### config.mk
export PLATFORM = sky130hd
export DESIGN_NAME = hist_peak_builder
export DESIGN_NICKNAME = d
export VERILOG_FILES = /design/src/rtl/hist_pkg.sv /design/src/rtl/hist_ram.sv /design/src/rtl/hist_peak_builder.sv
export SDC_FILE = /design/constraint.sdc
export NUM_CORES = 1
export LEC_CHECK = 0
export ABC_CLOCK_PERIOD_IN_PS = 9400
export CAP_MARGIN = 10
export CORE_MARGIN = 2
export CORE_UTILIZATION = 50
export DETAILED_ROUTE_END_ITERATION = 10
export GPL_TIMING_DRIVEN = 0
export HOLD_SLACK_MARGIN = 0.08
export PLACE_DENSITY = 0.66
export REMOVE_ABC_BUFFERS = 1
export SYNTH_ARGS = -nofsm -noshare
export SYNTH_HDL_FRONTEND = slang
export SYNTH_HIERARCHICAL = 1
export SYNTH_SLANG_ARGS = --single-unit
### constraint.sdc
create_clock -name clk -period 9.4 [get_ports clk]
set_input_delay 1.41 -clock clk [delete_from_list [all_inputs] [get_ports clk]]
set_output_delay 1.41 -clock clk [all_outputs]
set_load 0.01 [all_outputs]
### src/rtl/hist_pkg.sv
// hist_pkg
//   Shared definitions for the per-pixel TOF histogram peak finder:
//   parameter defaults, the frame-level state enum and the no-hit
//   code detector used on incoming timestamps.
package hist_pkg;

    localparam int NP_DEF       = 10;
    localparam int BIN_BITS_DEF = 5;
    localparam int PIXELS_DEF   = 3;
    localparam int HITS_DEF     = 2;
    localparam int ACQ_NUM_DEF  = 2;
    localparam int CNT_W_DEF    = 8;

    typedef enum logic [1:0] {
        CLEAR  = 2'd0,
        ACCUM  = 2'd1,
        REPORT = 2'd2
    } state_t;

    // A timestamp whose low np bits are all ones means "no hit".
    function automatic logic is_no_hit(input logic [31:0] data, input int np);
        logic all_ones;
        all_ones = 1'b1;
        for (int i = 0; i < 32; i++) begin
            if ((i < np) && !data[i]) begin
                all_ones = 1'b0;
            end
        end
        return all_ones;
    endfunction

endpackage

### src/rtl/hist_ram.sv
// hist_ram
//   Simple dual-port histogram storage: one write port, one read port,
//   read data registered (one cycle latency). A read and write to the
//   same address in the same cycle returns the old contents; the caller
//   handles forwarding.
// Ports
//   clk    : clock
//   we     : write enable
//   waddr  : write address
//   wdata  : write data
//   raddr  : read address (sampled every cycle)
//   rdata  : registered read data
module hist_ram #(
    parameter int DEPTH = 96,
    parameter int AW    = 7,
    parameter int DW    = 8
) (
    input  logic          clk,
    input  logic          we,
    input  logic [AW-1:0] waddr,
    input  logic [DW-1:0] wdata,
    input  logic [AW-1:0] raddr,
    output logic [DW-1:0] rdata
);

    logic [DW-1:0] mem [DEPTH];
    logic [DW-1:0] rdata_q;

    always_ff @(posedge clk) begin
        if (we) begin
            mem[waddr] <= wdata;
        end
        rdata_q <= mem[raddr];
    end

    assign rdata = rdata_q;

endmodule

### src/rtl/hist_peak_builder.sv
// hist_peak_builder
//   Builds one histogram per pixel from a stream of TOF timestamps,
//   tracks the peak bin of each pixel while accumulating, and reports
//   (pixel, peak bin, peak count) for every pixel at the end of a frame.
//   Frame flow: CLEAR (zero RAM) -> ACCUM (take samples) -> REPORT.
// Ports
//   clk       : clock, rising edge
//   res       : synchronous active-high reset
//   in_valid  : in_data qualifier
//   in_ready  : block accepts a sample this cycle
//   in_data   : TOF timestamp, all ones = no hit
//   out_valid : result qualifier
//   out_ready : consumer accepts result
//   out_pixel : pixel index of result
//   out_bin   : peak bin of that pixel
//   out_count : peak count of that pixel
module hist_peak_builder
    import hist_pkg::*;
#(
    parameter int NP       = NP_DEF,
    parameter int BIN_BITS = BIN_BITS_DEF,
    parameter int PIXELS   = PIXELS_DEF,
    parameter int HITS     = HITS_DEF,
    parameter int ACQ_NUM  = ACQ_NUM_DEF,
    parameter int CNT_W    = CNT_W_DEF,
    localparam int PW      = (PIXELS > 1) ? $clog2(PIXELS) : 1
) (
    input  logic                clk,
    input  logic                res,
    input  logic                in_valid,
    output logic                in_ready,
    input  logic [NP-1:0]       in_data,
    output logic                out_valid,
    input  logic                out_ready,
    output logic [PW-1:0]       out_pixel,
    output logic [BIN_BITS-1:0] out_bin,
    output logic [CNT_W-1:0]    out_count
);

    localparam int NBINS = 2 ** BIN_BITS;
    localparam int DEPTH = PIXELS * NBINS;
    localparam int AW    = PW + BIN_BITS;
    localparam int TOTAL = PIXELS * HITS * ACQ_NUM;
    localparam int SW    = (TOTAL > 1) ? $clog2(TOTAL) : 1;
    localparam int HW    = (HITS > 1) ? $clog2(HITS) : 1;

    state_t              state_q;
    logic [AW-1:0]       clr_addr_q;
    logic                in_ready_q;
    logic [SW-1:0]       sample_q;
    logic [HW-1:0]       hit_q;
    logic [PW-1:0]       pix_q;
    logic [HW-1:0]       hit_d;
    logic [PW-1:0]       pix_d;

    // Stage 1: sample accepted last cycle, RAM read data now available.
    logic                s1_valid_q;
    logic [AW-1:0]       s1_addr_q;
    // Last committed increment, for read-after-write forwarding.
    logic                lw_valid_q;
    logic [AW-1:0]       lw_addr_q;
    logic [CNT_W-1:0]    lw_data_q;

    logic [CNT_W-1:0]    peak_cnt_q [PIXELS];
    logic [BIN_BITS-1:0] peak_bin_q [PIXELS];
    logic [PIXELS-1:0]   peak_upd;

    logic [PW-1:0]       rpt_q;
    logic [PW-1:0]       rpt_d;
    logic                out_valid_q;
    logic [PW-1:0]       out_pixel_q;
    logic [BIN_BITS-1:0] out_bin_q;
    logic [CNT_W-1:0]    out_count_q;

    logic                accept;
    logic                in_hit;
    logic [AW-1:0]       rd_addr;
    logic [CNT_W-1:0]    ram_rdata;
    logic [CNT_W-1:0]    base_cnt;
    logic [CNT_W-1:0]    inc_cnt;
    logic                ram_we;
    logic [AW-1:0]       ram_waddr;
    logic [CNT_W-1:0]    ram_wdata;

    assign accept  = in_valid && in_ready_q;
    assign in_hit  = accept && !is_no_hit(32'(in_data), NP);
    assign rd_addr = {pix_q, in_data[NP-1 -: BIN_BITS]};

    // The RAM read issued last cycle misses a write committed in that same
    // cycle; substitute the committed value when the addresses match.
    assign base_cnt = (lw_valid_q && (lw_addr_q == s1_addr_q)) ? lw_data_q : ram_rdata;
    assign inc_cnt  = (base_cnt == {CNT_W{1'b1}}) ? base_cnt : base_cnt + 1'b1;

    // A pending increment is dropped when reset hits in the same cycle.
    assign ram_we    = !res && ((state_q == CLEAR) || s1_valid_q);
    assign ram_waddr = (state_q == CLEAR) ? clr_addr_q : s1_addr_q;
    assign ram_wdata = (state_q == CLEAR) ? '0 : inc_cnt;

    assign hit_d = (hit_q == HW'(HITS - 1)) ? '0 : hit_q + 1'b1;
    assign pix_d = (hit_q != HW'(HITS - 1)) ? pix_q :
                   (pix_q == PW'(PIXELS - 1)) ? '0 : pix_q + 1'b1;
    assign rpt_d = rpt_q + 1'b1;

    hist_ram #(
        .DEPTH (DEPTH),
        .AW    (AW),
        .DW    (CNT_W)
    ) u_ram (
        .clk   (clk),
        .we    (ram_we),
        .waddr (ram_waddr),
        .wdata (ram_wdata),
        .raddr (rd_addr),
        .rdata (ram_rdata)
    );

    // Strictly greater: on a tie the bin that reached the count first stays.
    for (genvar gi = 0; gi < PIXELS; gi++) begin : g_peak
        assign peak_upd[gi] = s1_valid_q
                              && (s1_addr_q[AW-1:BIN_BITS] == PW'(gi))
                              && (inc_cnt > peak_cnt_q[gi]);
    end

    always_ff @(posedge clk) begin
        for (int i = 0; i < PIXELS; i++) begin
            if (res || (state_q == CLEAR)) begin
                peak_cnt_q[i] <= '0;
                peak_bin_q[i] <= '0;
            end else if (peak_upd[i]) begin
                peak_cnt_q[i] <= inc_cnt;
                peak_bin_q[i] <= s1_addr_q[BIN_BITS-1:0];
            end
        end
    end

    always_ff @(posedge clk) begin
        if (res) begin
            state_q     <= CLEAR;
            clr_addr_q  <= '0;
            in_ready_q  <= 1'b0;
            sample_q    <= '0;
            hit_q       <= '0;
            pix_q       <= '0;
            s1_valid_q  <= 1'b0;
            s1_addr_q   <= '0;
            lw_valid_q  <= 1'b0;
            lw_addr_q   <= '0;
            lw_data_q   <= '0;
            rpt_q       <= '0;
            out_valid_q <= 1'b0;
            out_pixel_q <= '0;
            out_bin_q   <= '0;
            out_count_q <= '0;
        end else begin
            s1_valid_q <= 1'b0;
            lw_valid_q <= 1'b0;
            case (state_q)
                CLEAR: begin
                    sample_q <= '0;
                    hit_q    <= '0;
                    pix_q    <= '0;
                    if (clr_addr_q == AW'(DEPTH - 1)) begin
                        clr_addr_q <= '0;
                        in_ready_q <= 1'b1;
                        state_q    <= ACCUM;
                    end else begin
                        clr_addr_q <= clr_addr_q + 1'b1;
                    end
                end
                ACCUM: begin
                    s1_valid_q <= in_hit;
                    s1_addr_q  <= rd_addr;
                    lw_valid_q <= s1_valid_q;
                    lw_addr_q  <= s1_addr_q;
                    lw_data_q  <= inc_cnt;
                    if (accept) begin
                        sample_q <= sample_q + 1'b1;
                        hit_q    <= hit_d;
                        pix_q    <= pix_d;
                        if (sample_q == SW'(TOTAL - 1)) begin
                            in_ready_q <= 1'b0;
                        end
                    end
                    // in_ready low here means the last sample's write is
                    // committing this cycle, so peaks are final next cycle.
                    if (!in_ready_q) begin
                        state_q <= REPORT;
                        rpt_q   <= '0;
                    end
                end
                REPORT: begin
                    if (!out_valid_q) begin
                        out_valid_q <= 1'b1;
                        out_pixel_q <= rpt_q;
                        out_bin_q   <= peak_bin_q[rpt_q];
                        out_count_q <= peak_cnt_q[rpt_q];
                    end else if (out_ready) begin
                        if (rpt_q == PW'(PIXELS - 1)) begin
                            out_valid_q <= 1'b0;
                            out_pixel_q <= '0;
                            out_bin_q   <= '0;
                            out_count_q <= '0;
                            rpt_q       <= '0;
                            clr_addr_q  <= '0;
                            state_q     <= CLEAR;
                        end else begin
                            rpt_q       <= rpt_d;
                            out_pixel_q <= rpt_d;
                            out_bin_q   <= peak_bin_q[rpt_d];
                            out_count_q <= peak_cnt_q[rpt_d];
                        end
                    end
                end
                default: begin
                    state_q <= CLEAR;
                end
            endcase
        end
    end

    assign in_ready  = in_ready_q;
    assign out_valid = out_valid_q;
    assign out_pixel = out_pixel_q;
    assign out_bin   = out_bin_q;
    assign out_count = out_count_q;

endmodule

Word-level counts from Yosys, hierarchy flattened --
Memory sizes are Yosys's and may differ from the RTL's. A register that Yosys moved wholly into a read port is not among the register bits. Cells that the tools add are included. Widths: inputs -> output; s select.
Operators by class: add/sub/neg operators 6, multiply operators 0, div/mod/pow operators 0, magnitude comparators 3, equality and inequality tests 19, shift-type cells 0, muxes and demuxes 76, bitwise operators 7, reductions and logical operators 27
Operators with widths (count):
- $mux 8 | 9
- $mux 7 | 5
- $mux 2 | 17
- $mux 1 | 31
- $mux 5 | 6
- $gt 8x8->1 | 3
- $ne 2x2->1 const B | 8
- $pmux 7 s2 | 1
- $reduce_and 4->1 | 3
- $logic_and 1x1->1 | 10
- $add 8x1->8 const B | 1
- $eq 2x2->1 const B | 4
- $eq 8x8->1 const B | 1
- $pmux 2 s2 | 2
- $pmux 4 s2 | 1
- $add 7x1->7 const B | 1
- $eq 7x7->1 | 1
- $eq 7x7->1 const B | 1
- $or 1x1->1 | 6
- $pmux 2 s3 | 1
- $reduce_bool 2->1 | 3
- $reduce_and 5->1 | 1
- $add 2x1->2 const B | 2
- $add 4x1->4 const B | 1
- 13 further kinds | 19
Word-level totals: register bits after elaboration 59, bits in latches 0, memory bits (writable) 807, bits in read-only memories 0, bits of input ports 14, logic and storage cells 157, memories 3
Memories:
- u_ram.mem | depth 96, width 8, read ports 1, clocked after memory_dff 1, wr ports 1, line hist_ram.sv:26 | logic [DW-1:0] mem [DEPTH];
- peak_cnt_q | depth 3, width 8, read ports 5, clocked after memory_dff 1, wr ports 3, line hist_peak_builder.sv:64 | logic [CNT_W-1:0] peak_cnt_q [PIXELS];
- peak_bin_q | depth 3, width 5, read ports 2, clocked after memory_dff 1, wr ports 3, line hist_peak_builder.sv:65 | logic [BIN_BITS-1:0] peak_bin_q [PIXELS];

Logic depth before layout (Yosys ltp) --
word-level depth 12, mapped depth 20, mapped depth without buffers 17

Hierarchy --
Netlist, hierarchy kept.
By module, submodules not included:
- hist_ram | instances 1, cells an instance 1437, area each 30067.6 um2, seq. area each 23222.3 um2
- hist_peak_builder | instances 1, cells an instance 676, area each 5784.3 um2, seq. area each 2392.3 um2

Worst setup path before layout --
No wires, ideal clock.
path type register -> register, start reg s1_addr_q[6], end mem u_ram.mem[0][2], data pin, setup time 974 ps, arrival 6156 ps, path slack 2270 ps, cell stages (with the launch flop) 11, path buffers 2, period minus slack after synthesis 7130 ps, path through dfxtp_1 > xnor2_1 > nand4_2 > nor2_4 > buf_6 > mux2_2 > ha_1 > buf_2 > o2111a_1 > a41o_1 > a211oi_1
On the way: cells in the longest elaborated chain, start to end 6
Ends and longest elaborated chain:
- from (decl) | line hist_peak_builder.sv:58 | logic [AW-1:0] s1_addr_q;
- from (signal assigned) | line hist_peak_builder.sv:172 | s1_addr_q <= rd_addr;
- $eq 7x7->1 (*) | line hist_peak_builder.sv:91 | assign base_cnt = (lw_valid_q && (lw_addr_q == s1_addr_q)) ? lw_data_q : ram_rdata;
- $logic_and 1x1->1 (*) | line hist_peak_builder.sv:91
- $mux 8 (*) | line hist_peak_builder.sv:91
- $add 8x1->8 or $eq 8x8->1 (tied branches) | line hist_peak_builder.sv:92 | assign inc_cnt = (base_cnt == {CNT_W{1'b1}}) ? base_cnt : base_cnt + 1'b1;
- $mux 8 (*) | line hist_peak_builder.sv:92
- $mux 8 (*) | line hist_peak_builder.sv:97 | assign ram_wdata = (state_q == CLEAR) ? '0 : inc_cnt;
- via ram_wdata[2] | line hist_peak_builder.sv:83 | logic [CNT_W-1:0] ram_wdata;
- to (decl) | line hist_ram.sv:26
The timed path passes the listed nets; every way through them passes the cells marked *.

==> results.cfg <==
[run_status]
status = completed

[detailed_routing]
ant_nets = 0
avgViaCountPerCell = 6.06
drc_errors = 0
drt_first_pass_iters = 6
vias = 19300
wl_per_cell_um = 25.5
routed_wl_mm = 81.3
drt-initial-drc-count = 1869

[worst_setup_path]
crit_path_max_fanout = 15
r2r_slack_ns = 3.97
endpoint_kind = flop
startpoint_type = flop
worst_ep_arrival_time_ns = 5.76
critPathKind = flop to flop
critPathRequiredTime_ns = 9.73

[global_route]
gr-total-overflow = 0
grtUsageTotal_pct = 22.1
first_global_vias = 19300
grt_antenna_before_repair = 0
grt_max_degree = 100
grt_pass1_wl_mm = 122

[synthesis]
synth_seq_area_share_pct = 71.4
async_flop_share_pct = 0
synth_area_leaders = edfxtp_1, mux4_2, dfxtp_1, mux2i_1, nor2_1
ys_top_cells_by_count = edfxtp_1, nor2_1, mux4_2
syn_area_sq_um = 35900
yosysMostFrequentCell = edfxtp_1
synthCells = 2113
ys_ff_latch = 876
synth_ff_type = edfxtp_1
synthDominantCellAreaShare_pct = 67.6
synth_cell_types = 67
synth_edf_count = 807
syn_avg_cell_area_sq_um = 17.0
yosysTopAreaCell = edfxtp_1
yosysWarnings = 6

[place]
placed_cells_incl_taps = 3016
hpwl_mm = 51.6
port_buffers = 30
place_congestion = 0.854
placedInstanceArea_sq_um = 37500

[timing]
slew_viol_final = 0
max_slew.worst_pin.slew_ns = 1.27
max_slew_margin_pct = 15.4
max_freq_mhz = 184
skew_ns = 0.0338
finalHoldViolCount = 0
fin_crit_sh_pct = 57.8
period_minus_slack_ns = 5.43
rsz0062_at_grt = no
final-setup-viol-count = 0

[clock_tree]
clk_latency_ns = 0.66
cts_max_level = 3
clk_pin_slew_ns = 0.06
clockBufferDepth = 3
post_cts_buffers = 0
cts_tree = done
cts_hold_buf = 0
clock_sinks = 876
numCtsBuffers = 91
clock-root-buffer = clkbuf_16
cts_resized = 0

[finish]
layout-drive-gt1-share_pct = 17.2
layout.cells.non_filler = 3187
utilization_pct = 56.7
areaGrowthSynthToFinish_pct = 12.7
final_area_sq_um = 40400
fillers = 5351
nNetsFinal = 2204

[floorplan]
coreArea_sq_um = 71200
die_height_um = 272
die-area_sq_um = 73900
die_x_um = 272
boundaryPins = 31
initial_utilization_pct = 50.3
rows = 98

[min_path]
hp-class = flop to flop

[power]
leakage_nw = 13.6
ir_worst_vdd_mv = 0.148
power_density_nw_per_um2 = 198
power_w = 0.00802

[flow_run]
maxCapViolations = 0
==> final timing paths <==
kind | start | end | depth (start not counted)
worst max-delay path | s1_addr_q[6] | peak_cnt_q[2][4] | 16
worst min-delay path | lw_addr_q[3] | lw_addr_q[3] | 2
worst max register to register | s1_addr_q[6] | peak_cnt_q[2][4] | 16
worst min register to register | lw_addr_q[3] | lw_addr_q[3] | 2
==> worst max-delay path: stages (launching register included) <==
cell and delay (ns):
dfxtp_1 0.43, xnor2_1 0.18, nand4_2 0.25, nor2_4 0.42, mux2_2 0.23, ha_1 0.46, nand3_1 0.27, o21ai_0 0.24
a2bb2oi_1 0.11, a311oi_2 0.54, inv_1 0.21, ha_1 0.34, nor2b_1 0.13, o21ai_0 0.16, a21oi_1 0.12, o211ai_1 0.92
nor2_1 0.11
==> registers in the layout, summed over array words and instances, names as in the netlist, 2 cells and up, named ones only <==
signal       cells
peak_bin_q      15
lw_addr_q        7
u_ram/mem      768
rpt_q            2
peak_cnt_q      24
out_count        8
s1_addr_q        7
pix_q            2
state_q          2
out_pixel        2
lw_data_q        8
sample_q         4
u_ram/rdata      8
clr_addr_q       7
out_bin          5
==> power by group <==
| part | internal (W) | total (W) | switching [W] |
|---|---|---|---|
| clock | 0.00200 | 0.00348 | 0.00148 |
| sequential | 0.00420 | 0.00421 | 0.00000878 |
| combinational | 0.000126 | 0.000324 | 0.000198 |
| total | 0.00633 | 0.00802 | 0.00169 |
==> cell families (layout without fill, tap and decap cells) <==
family / Yosys count / in the layout / synth area share (%)
flops: 876 / 876 / 71.4
simple gates: 499 / 499 / 6.24
mux: 277 / 277 / 14.0
compound gates: 269 / 269 / 4.95
buf+inv: 151 / 274 / 2.01
fa+ha+maj: 30 / 30 / 1.05
xor+xnor: 11 / 11 / 0.269
other cells: 0 / 1 / 0
==> layer usage <==
metal / up-vias / track usage [%] / part of all wire (%)
met1: 9987 / 30.5 / 41
met3: 143 / 3.89 / 6.6
met2: 713 / 36.0 / 49
met4: 0 / 7.50 / 3.2
met5: - / 0 / 0
li1: 8469 / - / -
==> cell type report <==
type	instances	area (sq um)	area share, %
Sequential cell	876	25600	63.4
Multi-Input combinational cell	1086	9620	23.8
Clock buffer	113	2410	5.97
Tap cell	950	1190	2.94
Timing Repair Buffer	64	930	2.30
Clock inverter	56	499	1.24
Inverter	41	154	0.381
Antenna cell	1	2.50	0.00619
==> cell usage in the layout, fill, tap and decap left out, drive strengths merged, types with 10 or more instances in the layout <==
master / netlist / routed
nand4: 11 / 11
a2bb2oi: 15 / 15
edfxtp: 807 / 807
ha: 30 / 30
a211oi: 25 / 25
mux4: 179 / 179
o21ai: 59 / 59
nand3: 58 / 58
nor2b: 26 / 26
nand2: 130 / 130
dfxtp: 69 / 69
nor3: 22 / 22
a31oi: 10 / 10
clkinv: 0 / 43
inv: 41 / 43
clkbuf: 44 / 114
mux2i: 89 / 89
and3: 10 / 10
buf: 66 / 39
a21oi: 62 / 62
nor2: 201 / 201
clkdlybuf4s50: 0 / 24
nand2b: 19 / 19
a22oi: 31 / 31
==> stage by stage <==
step           TNS (ns)  hold slack [ns]  worst slack, ns
2_1_floorplan         0            0.443             2.30
3_3_place_gp    -238.67            0.454            -5.93
3_5_place_dp          0            0.466             4.05
4_1_cts               0            0.474             4.01
5_1_grt               0            0.492             3.45
6_report              0            0.471             3.97
Power figures use the tool's default switching activity.
